File: config.mk
export PLATFORM = sky130hd
export DESIGN_NAME = ddr_port_arbiter_flat
export DESIGN_NICKNAME = d
export VERILOG_FILES = /design/src/rtl/ddr_port_arbiter_if.sv /design/src/rtl/ddr_port_arbiter.sv /design/src/flat_wrapper.sv
export SDC_FILE = /design/constraint.sdc
export NUM_CORES = 1
export LEC_CHECK = 0
export CORE_AREA = 5 5 410 412
export DETAILED_ROUTE_END_ITERATION = 6
export DIE_AREA = 0 0 415 417
export PLACE_DENSITY = 0.31
export SKIP_CTS_REPAIR_TIMING = 1
export SLEW_MARGIN = 20
export SYNTH_ARGS = -nofsm -noshare
export SYNTH_HDL_FRONTEND = slang
export SYNTH_SLANG_ARGS = --single-unit
File: constraint.sdc
create_clock -name CLK -period 8.45 [get_ports CLK]
set_input_delay 0.845 -clock CLK [delete_from_list [all_inputs] [get_ports CLK]]
set_output_delay 0.845 -clock CLK [all_outputs]
set_load 0.05 [all_outputs]
File: src/rtl/ddr_port_arbiter_if.sv
// Bus bundle between NPORTS client requesters, the port arbiter and the DDR2 controller
// queues (address FIFO, write buffer, read buffer).
interface ddr_port_arbiter_if #(
    parameter int NPORTS = 4
);
    logic [NPORTS-1:0]        Req;
    logic [NPORTS-1:0]        ReqRead;
    logic [NPORTS-1:0][27:0]  ReqAddr;
    logic [NPORTS-1:0][127:0] ReqWData;
    logic [NPORTS-1:0]        Grant;
    logic [NPORTS-1:0]        WTake;
    logic [127:0]             RdData;
    logic [NPORTS-1:0]        RdValid;
    logic                     Orphan;
    logic [27:0]              Address;
    logic                     Read;
    logic                     WriteAF;
    logic                     AFfull;
    logic [127:0]             WriteData;
    logic                     WriteWB;
    logic                     WBfull;
    logic [127:0]             ReadData;
    logic                     ReadRB;
    logic                     RBempty;

    // master: the arbiter itself; slave: clients plus controller around it
    modport master (
        input  Req, ReqRead, ReqAddr, ReqWData, AFfull, WBfull, ReadData, RBempty,
        output Grant, WTake, RdData, RdValid, Orphan, Address, Read, WriteAF,
               WriteData, WriteWB, ReadRB
    );
    modport slave (
        output Req, ReqRead, ReqAddr, ReqWData, AFfull, WBfull, ReadData, RBempty,
        input  Grant, WTake, RdData, RdValid, Orphan, Address, Read, WriteAF,
               WriteData, WriteWB, ReadRB
    );
endinterface

File: src/rtl/ddr_port_arbiter.sv
// Arbitrates NPORTS burst requesters onto one DDR2 controller; read beats are steered back
// through an in-order tag FIFO. Define DDR_ARB_FIXED_PRI_EN for fixed priority (port 0 first).
module ddr_port_arbiter #(
    parameter int NPORTS   = 4,
    parameter int BEATS    = 2,
    parameter int TAGDEPTH = 16
) (
    input logic CLK,
    input logic Reset,
    ddr_port_arbiter_if.master bus
);
    localparam int IW = (NPORTS > 1) ? $clog2(NPORTS) : 1;
    localparam int BW = (BEATS > 1) ? $clog2(BEATS) : 1;
    localparam int TW = $clog2(TAGDEPTH);
    localparam int CW = $clog2(TAGDEPTH + 1);

    typedef enum logic [1:0] {IDLE, WDATA, ISSUE} state_t;

    state_t            state;
    logic [IW-1:0]     winner;
    logic [IW-1:0]     rr_ptr;
    logic [IW-1:0]     pick;
    logic              found;
    logic [BW-1:0]     beat_cnt;
    logic [BW-1:0]     ret_cnt;
    logic [27:0]       lat_addr;
    logic              lat_read;
    logic [IW-1:0]     tag_mem [TAGDEPTH];
    logic [TW-1:0]     tag_wr;
    logic [TW-1:0]     tag_rd;
    logic [CW-1:0]     tag_cnt;
    logic              tag_full;
    logic              tag_empty;
    logic              orphan;
    logic [NPORTS-1:0] eligible;
    logic [NPORTS-1:0] win_oh;
    logic [NPORTS-1:0] head_oh;
    logic              wb_go;
    logic              af_go;
    logic              rb_go;
    logic              tag_push;
    logic              tag_pop;

    assign tag_full  = (tag_cnt == CW'(TAGDEPTH));
    assign tag_empty = (tag_cnt == '0);
    assign eligible  = bus.Req & (~bus.ReqRead | {NPORTS{~tag_full}});

    // first eligible port scanning upward from rr_ptr, wrapping at NPORTS
    always_comb begin
        logic [IW:0] cand;
        found = 1'b0;
        pick  = '0;
        cand  = '0;
        for (int k = 0; k < NPORTS; k++) begin
            cand = {1'b0, rr_ptr} + (IW+1)'(k);
            if (cand >= (IW+1)'(NPORTS))
                cand = cand - (IW+1)'(NPORTS);
            if (!found && eligible[cand[IW-1:0]]) begin
                found = 1'b1;
                pick  = cand[IW-1:0];
            end
        end
    end

    assign win_oh  = NPORTS'(1) << winner;
    assign head_oh = NPORTS'(1) << tag_mem[tag_rd];

    assign wb_go    = !Reset && (state == WDATA) && !bus.WBfull;
    assign af_go    = !Reset && (state == ISSUE) && !bus.AFfull;
    assign rb_go    = !Reset && !bus.RBempty && !tag_empty;
    assign tag_push = af_go && lat_read;
    assign tag_pop  = rb_go && (ret_cnt == BW'(BEATS - 1));

    assign bus.WriteWB   = wb_go;
    assign bus.WTake     = wb_go ? win_oh : '0;
    assign bus.WriteData = bus.ReqWData[winner];
    assign bus.WriteAF   = af_go;
    assign bus.Grant     = af_go ? win_oh : '0;
    assign bus.Address   = lat_addr;
    assign bus.Read      = lat_read;
    assign bus.ReadRB    = rb_go;
    assign bus.Orphan    = orphan;

`ifdef DDR_ARB_FIXED_PRI_EN
    assign rr_ptr = '0;
`else
    always_ff @(posedge CLK) begin
        if (Reset)
            rr_ptr <= '0;
        else if (af_go)
            rr_ptr <= (winner == IW'(NPORTS - 1)) ? '0 : winner + IW'(1);
    end
`endif

    always_ff @(posedge CLK) begin
        if (Reset) begin
            state    <= IDLE;
            winner   <= '0;
            beat_cnt <= '0;
            lat_addr <= '0;
            lat_read <= 1'b0;
        end else begin
            case (state)
                IDLE: begin
                    if (found) begin
                        winner   <= pick;
                        lat_addr <= bus.ReqAddr[pick];
                        lat_read <= bus.ReqRead[pick];
                        beat_cnt <= '0;
                        state    <= bus.ReqRead[pick] ? ISSUE : WDATA;
                    end
                end
                WDATA: begin
                    if (wb_go) begin
                        if (beat_cnt == BW'(BEATS - 1)) begin
                            beat_cnt <= '0;
                            state    <= ISSUE;
                        end else begin
                            beat_cnt <= beat_cnt + BW'(1);
                        end
                    end
                end
                ISSUE: begin
                    if (af_go)
                        state <= IDLE;
                end
                default: state <= IDLE;
            endcase
        end
    end

    always_ff @(posedge CLK) begin
        if (tag_push)
            tag_mem[tag_wr] <= winner;
    end

    always_ff @(posedge CLK) begin
        if (Reset) begin
            tag_wr  <= '0;
            tag_rd  <= '0;
            tag_cnt <= '0;
            ret_cnt <= '0;
            orphan  <= 1'b0;
            bus.RdData  <= '0;
            bus.RdValid <= '0;
        end else begin
            if (tag_push)
                tag_wr <= tag_wr + TW'(1);
            if (tag_pop)
                tag_rd <= tag_rd + TW'(1);
            case ({tag_push, tag_pop})
                2'b10:   tag_cnt <= tag_cnt + CW'(1);
                2'b01:   tag_cnt <= tag_cnt - CW'(1);
                default: tag_cnt <= tag_cnt;
            endcase
            if (rb_go)
                ret_cnt <= tag_pop ? '0 : ret_cnt + BW'(1);
            // read data with nobody waiting for it is left in the RB and flagged
            if (!bus.RBempty && tag_empty)
                orphan <= 1'b1;
            bus.RdValid <= rb_go ? head_oh : '0;
            if (rb_go)
                bus.RdData <= bus.ReadData;
        end
    end
endmodule

File: src/flat_wrapper.sv
// flat-port wrapper written by rule: the top's interface ports become plain ports
module ddr_port_arbiter_flat 
#(
    parameter int NPORTS   = 4,
    parameter int BEATS    = 2,
    parameter int TAGDEPTH = 16
)
  (CLK, Reset, bus_Req, bus_ReqRead, bus_ReqAddr, bus_ReqWData, bus_AFfull, bus_WBfull, bus_ReadData, bus_RBempty, bus_Grant, bus_WTake, bus_RdData, bus_RdValid, bus_Orphan, bus_Address, bus_Read, bus_WriteAF, bus_WriteData, bus_WriteWB, bus_ReadRB);
  ddr_port_arbiter_if #(.NPORTS(NPORTS)) bus_i ();
  input logic CLK;
  input logic Reset;
  input wire logic [$bits(bus_i.Req)-1:0] bus_Req;
  input wire logic [$bits(bus_i.ReqRead)-1:0] bus_ReqRead;
  input wire logic [$bits(bus_i.ReqAddr)-1:0] bus_ReqAddr;
  input wire logic [$bits(bus_i.ReqWData)-1:0] bus_ReqWData;
  input wire logic [$bits(bus_i.AFfull)-1:0] bus_AFfull;
  input wire logic [$bits(bus_i.WBfull)-1:0] bus_WBfull;
  input wire logic [$bits(bus_i.ReadData)-1:0] bus_ReadData;
  input wire logic [$bits(bus_i.RBempty)-1:0] bus_RBempty;
  output wire logic [$bits(bus_i.Grant)-1:0] bus_Grant;
  output wire logic [$bits(bus_i.WTake)-1:0] bus_WTake;
  output wire logic [$bits(bus_i.RdData)-1:0] bus_RdData;
  output wire logic [$bits(bus_i.RdValid)-1:0] bus_RdValid;
  output wire logic [$bits(bus_i.Orphan)-1:0] bus_Orphan;
  output wire logic [$bits(bus_i.Address)-1:0] bus_Address;
  output wire logic [$bits(bus_i.Read)-1:0] bus_Read;
  output wire logic [$bits(bus_i.WriteAF)-1:0] bus_WriteAF;
  output wire logic [$bits(bus_i.WriteData)-1:0] bus_WriteData;
  output wire logic [$bits(bus_i.WriteWB)-1:0] bus_WriteWB;
  output wire logic [$bits(bus_i.ReadRB)-1:0] bus_ReadRB;
  assign bus_i.Req = bus_Req;
  assign bus_i.ReqRead = bus_ReqRead;
  assign bus_i.ReqAddr = bus_ReqAddr;
  assign bus_i.ReqWData = bus_ReqWData;
  assign bus_i.AFfull = bus_AFfull;
  assign bus_i.WBfull = bus_WBfull;
  assign bus_i.ReadData = bus_ReadData;
  assign bus_i.RBempty = bus_RBempty;
  assign bus_Grant = bus_i.Grant;
  assign bus_WTake = bus_i.WTake;
  assign bus_RdData = bus_i.RdData;
  assign bus_RdValid = bus_i.RdValid;
  assign bus_Orphan = bus_i.Orphan;
  assign bus_Address = bus_i.Address;
  assign bus_Read = bus_i.Read;
  assign bus_WriteAF = bus_i.WriteAF;
  assign bus_WriteData = bus_i.WriteData;
  assign bus_WriteWB = bus_i.WriteWB;
  assign bus_ReadRB = bus_i.ReadRB;
  ddr_port_arbiter #(.NPORTS(NPORTS), .BEATS(BEATS), .TAGDEPTH(TAGDEPTH)) u_core (.CLK(CLK), .Reset(Reset), .bus(bus_i));
endmodule
==> results_dict.tcl <==
set metrics [dict create \
    drc 0 \
    syn-num-nets 1934 \
    syn2layout_area_growth_pct 120 \
    yosys.area_share.adder_pct 1.53 \
    drtIter0Drc 806 \
    synth-seq-cells 219 \
    min_delay_path_depth 2 \
    synth.most_common_cell "nand2_1" \
    vdd_ir_drop_max_mv 0.140 \
    clockBufferDepth 3 \
    grt_usage_pct 13.0 \
    cts_buffers 31 \
    worst_slew_pin_slew_ps 1060 \
    clock.fmax_mhz 205 \
    clk_pin_slew_ps 60 \
    crit_top_cell "clkdlybuf4s50_1" \
    grt_overflow_total 0 \
    die_w_um 415 \
    reg2reg_from "u_core.tag_cnt[0]" \
    worst_r2r_path_depth 12 \
    ant_nets 0 \
    antenna_found_initial 55 \
    worstPathMaxFanout 75 \
    synth.distinct_cells 43 \
    arrival_ps 4030 \
    status "complete, no violations" \
    end_kind "output pin" \
    rsz0062_at_grt "no" \
    whs_endpoint "u_core.bus.Address[13]" \
    p_per_area_nw_per_um2 197 \
    p_leak_nw 9.19 \
    initial_core_util_pct 7.27 \
    wl_per_cell_um 27.0 \
    path_cells "clkdlybuf4s50_1, buf_4, or3_4, inv_4, clkdlybuf4s50_1" \
    dieArea_um2 173000 \
    grt_pass1_vias 14500 \
    hpwl_um 103000 \
    synthCells 1155 \
    yosys.area_share.simple_pct 19.1 \
    ff2ff_setup_slack_ps 3840 \
    p_int_w 0.00300 \
    ys_seq_area_share_pct 39.5 \
    r2r-end "u_core.tag_cnt[4]" \
    drt-total-wl_um 118000 \
    power.switching_w 0.00216 \
    gp_congestion 0.877 \
    pin_count 1066 \
    fin_tns_setup_ps 0 \
    power_frac_comb_pct 49.4 \
    avgSynthCellArea_um2 10.3 \
    cp_slowest_cell "clkdlybuf4s50_1" \
    vias 13600 \
    grt_max_degree 91 \
    root_buffer "clkbuf_16" \
    sw_frac_of_total_pct 41.9 \
    drt_pass1_iterations 5 \
    clock_latency_ps 590 \
    min_from "u_core.bus.Address[13]" \
    grt_pass1_wl_um 150000 \
    core_area_um2 164000 \
    async_reset_ff_share_pct 0 \
    netlist.area_leader.share_pct 31.4 \
    vias_per_cell 3.10 \
    drive_above_1_share_pct 11.8 \
    port_buffers 1065 \
    synth-edff-count 32 \
    synth-compound-area-share_pct 3.63 \
    synthMuxAreaShare_pct 31.8 \
    critPathRequiredTime_ps 7610 \
    slew_viol_final 0 \
    finalSetupViolCount 0 \
    synth_warnings 0 \
    die_h_um 417 \
    fin_crit_sh_pct 57.7 \
    cpPeakStageDelay_ps 960 \
    cts.sinks 219 \
    finClkSkew_ps 16.8 \
    h-tree-depth 1 \
    start_kind "input port" \
    layout_min_cycle_time_ps 4870 \
    seq_power_share_pct 23.4 \
    hold_viol 0 \
    final_core_util_pct 16.0 \
    synth-xor-area-share_pct 0.808 \
    finalNetCount 2946 \
    crit_type "input port to output pin" \
    rows 149 \
    synth.area.top_cells "dfxtp_1 31%, mux4_2 26%, nand2_1 10%" \
    netlist_top_cells_count "331 x nand2_1, 187 x dfxtp_1, 138 x mux4_2, 129 x nand3_1, 74 x clkbuf_1" \
    place_ws_ps 3130 \
    syn-cell-area_um2 11900 \
    synth_flop_cell "dfxtp_1" \
    drv_cap 0 \
    fin_ws_ps 3580 \
    cts_tree "done" \
    synth_top_family_by_area "multiplexers" \
    clkPwrFrac_pct 27.1 \
    holdCritPathClass "flop to flop" \
    netlist.top_cell.by_area "dfxtp_1" \
    slew_headroom_pct 29.1 \
]
==> worst max-delay path by stage <==
stage | start | slack, ps | end
2_1_floorplan | Reset | 5010 | u_core.tag_cnt[4]
3_3_place_gp | Reset | 3060 | u_core.tag_cnt[4]
3_5_place_dp | Reset | 3130 | u_core.tag_cnt[4]
4_1_cts | Reset | 3410 | bus_ReadRB
5_1_grt | u_core.tag_cnt[0] | 3330 | bus_ReadRB
6_report | Reset | 3580 | bus_ReadRB
==> power by group through the flow <==
stage | combinational (W) | clock (W) | sequential (W)
final | 0.00255 | 0.00140 | 0.00121
after global routing | 0.00265 | 0.00151 | 0.00122
after CTS | 0.00262 | 0.00147 | 0.00121
after detailed placement | 0.00260 | 0 | 0.00123
after global placement | 0.00262 | 0 | 0.00124
after floorplan | 0.00118 | 0 | 0.00139
==> registers in the layout, indices dropped and copies added, names as in the netlist, named ones only <==
register	cells
u_core.bus.Address	28
u_core.bus.Orphan	1
u_core.beat_cnt	1
u_core.tag_wr	4
u_core.tag_cnt	5
u_core.state	2
u_core.bus.RdValid	4
u_core.tag_mem	32
u_core.tag_rd	4
u_core.bus.Read	1
u_core.winner	2
u_core.ret_cnt	1
u_core.bus.RdData	128
u_core.rr_ptr	2
==> placed cells by master (no fill, tap or decap), types with 3 or more instances in the layout <==
master / n
clkdlybuf4s50_1: 1064
nand2_1: 331
dfxtp_1: 185
mux4_2: 138
nand3_1: 129
mux2_2: 45
nor2_1: 40
edfxtp_1: 32
clkbuf_16: 31
a22oi_1: 28
ha_1: 13
buf_4: 13
mux2_1: 12
a21oi_1: 11
nor3_1: 10
and3_1: 10
inv_1: 9
diode_2: 7
xor2_1: 7
clkinv_2: 6
bufinv_16: 5
clkbuf_8: 5
o21ai_0: 4
xnor2_1: 4
mux2i_1: 4
nor2b_1: 4
and2_1: 4
o21ai_1: 4
clkbuf_1: 4
nand2b_1: 3
==> worst max-delay path: cells and delay by family <==
family	cells	cell delay [ps]
and+or+nand+nor	1	720
buffers and inverters	4	2400
==> per-stage QoR <==
| stage | instances | hold slack, ps | area [µm²] | total power, W |
|---|---|---|---|---|
| after floorplan | 1155 | 476 | 11900 | 0.00256 |
| after global placement | 4323 | 426 | 25100 | 0.00385 |
| after detailed placement | 4323 | 430 | 25100 | 0.00383 |
| after CTS | 4378 | 439 | 26200 | 0.00530 |
| after global routing | 4380 | 453 | 26200 | 0.00539 |
| final | 4385 | 435 | 26200 | 0.00516 |
==> routing by layer <==
layer,track usage (%),part of all wire [%]
met1,12.8,33
met2,26.5,58
met3,3.84,6.9
met4,2.52,2.2
met5,0,0.15
==> layout make-up <==
cell class	count	area, µm²
timing repair buffer	1079	10800
clock buffer	40	860
inverter	11	46.3
antenna	7	17.5
tap	2189	2740
fill	18500	138000
multi-input combinational	825	6800
clock inverter	15	210
sequential	219	4710
==> cell families (layout without fill, tap and decap cells) <==
family / Yosys count / count (layout)
other: 0 / 7
AND/OR/NAND/NOR: 540 / 540
adder cells (fa/ha/maj): 14 / 14
multiplexers: 199 / 199
XOR/XNOR: 11 / 11
flip-flops: 219 / 219
AO/OA/AOI/OAI: 61 / 61
buffers and inverters: 111 / 1145
No activity file was read; power rests on OpenSTA's default activity.
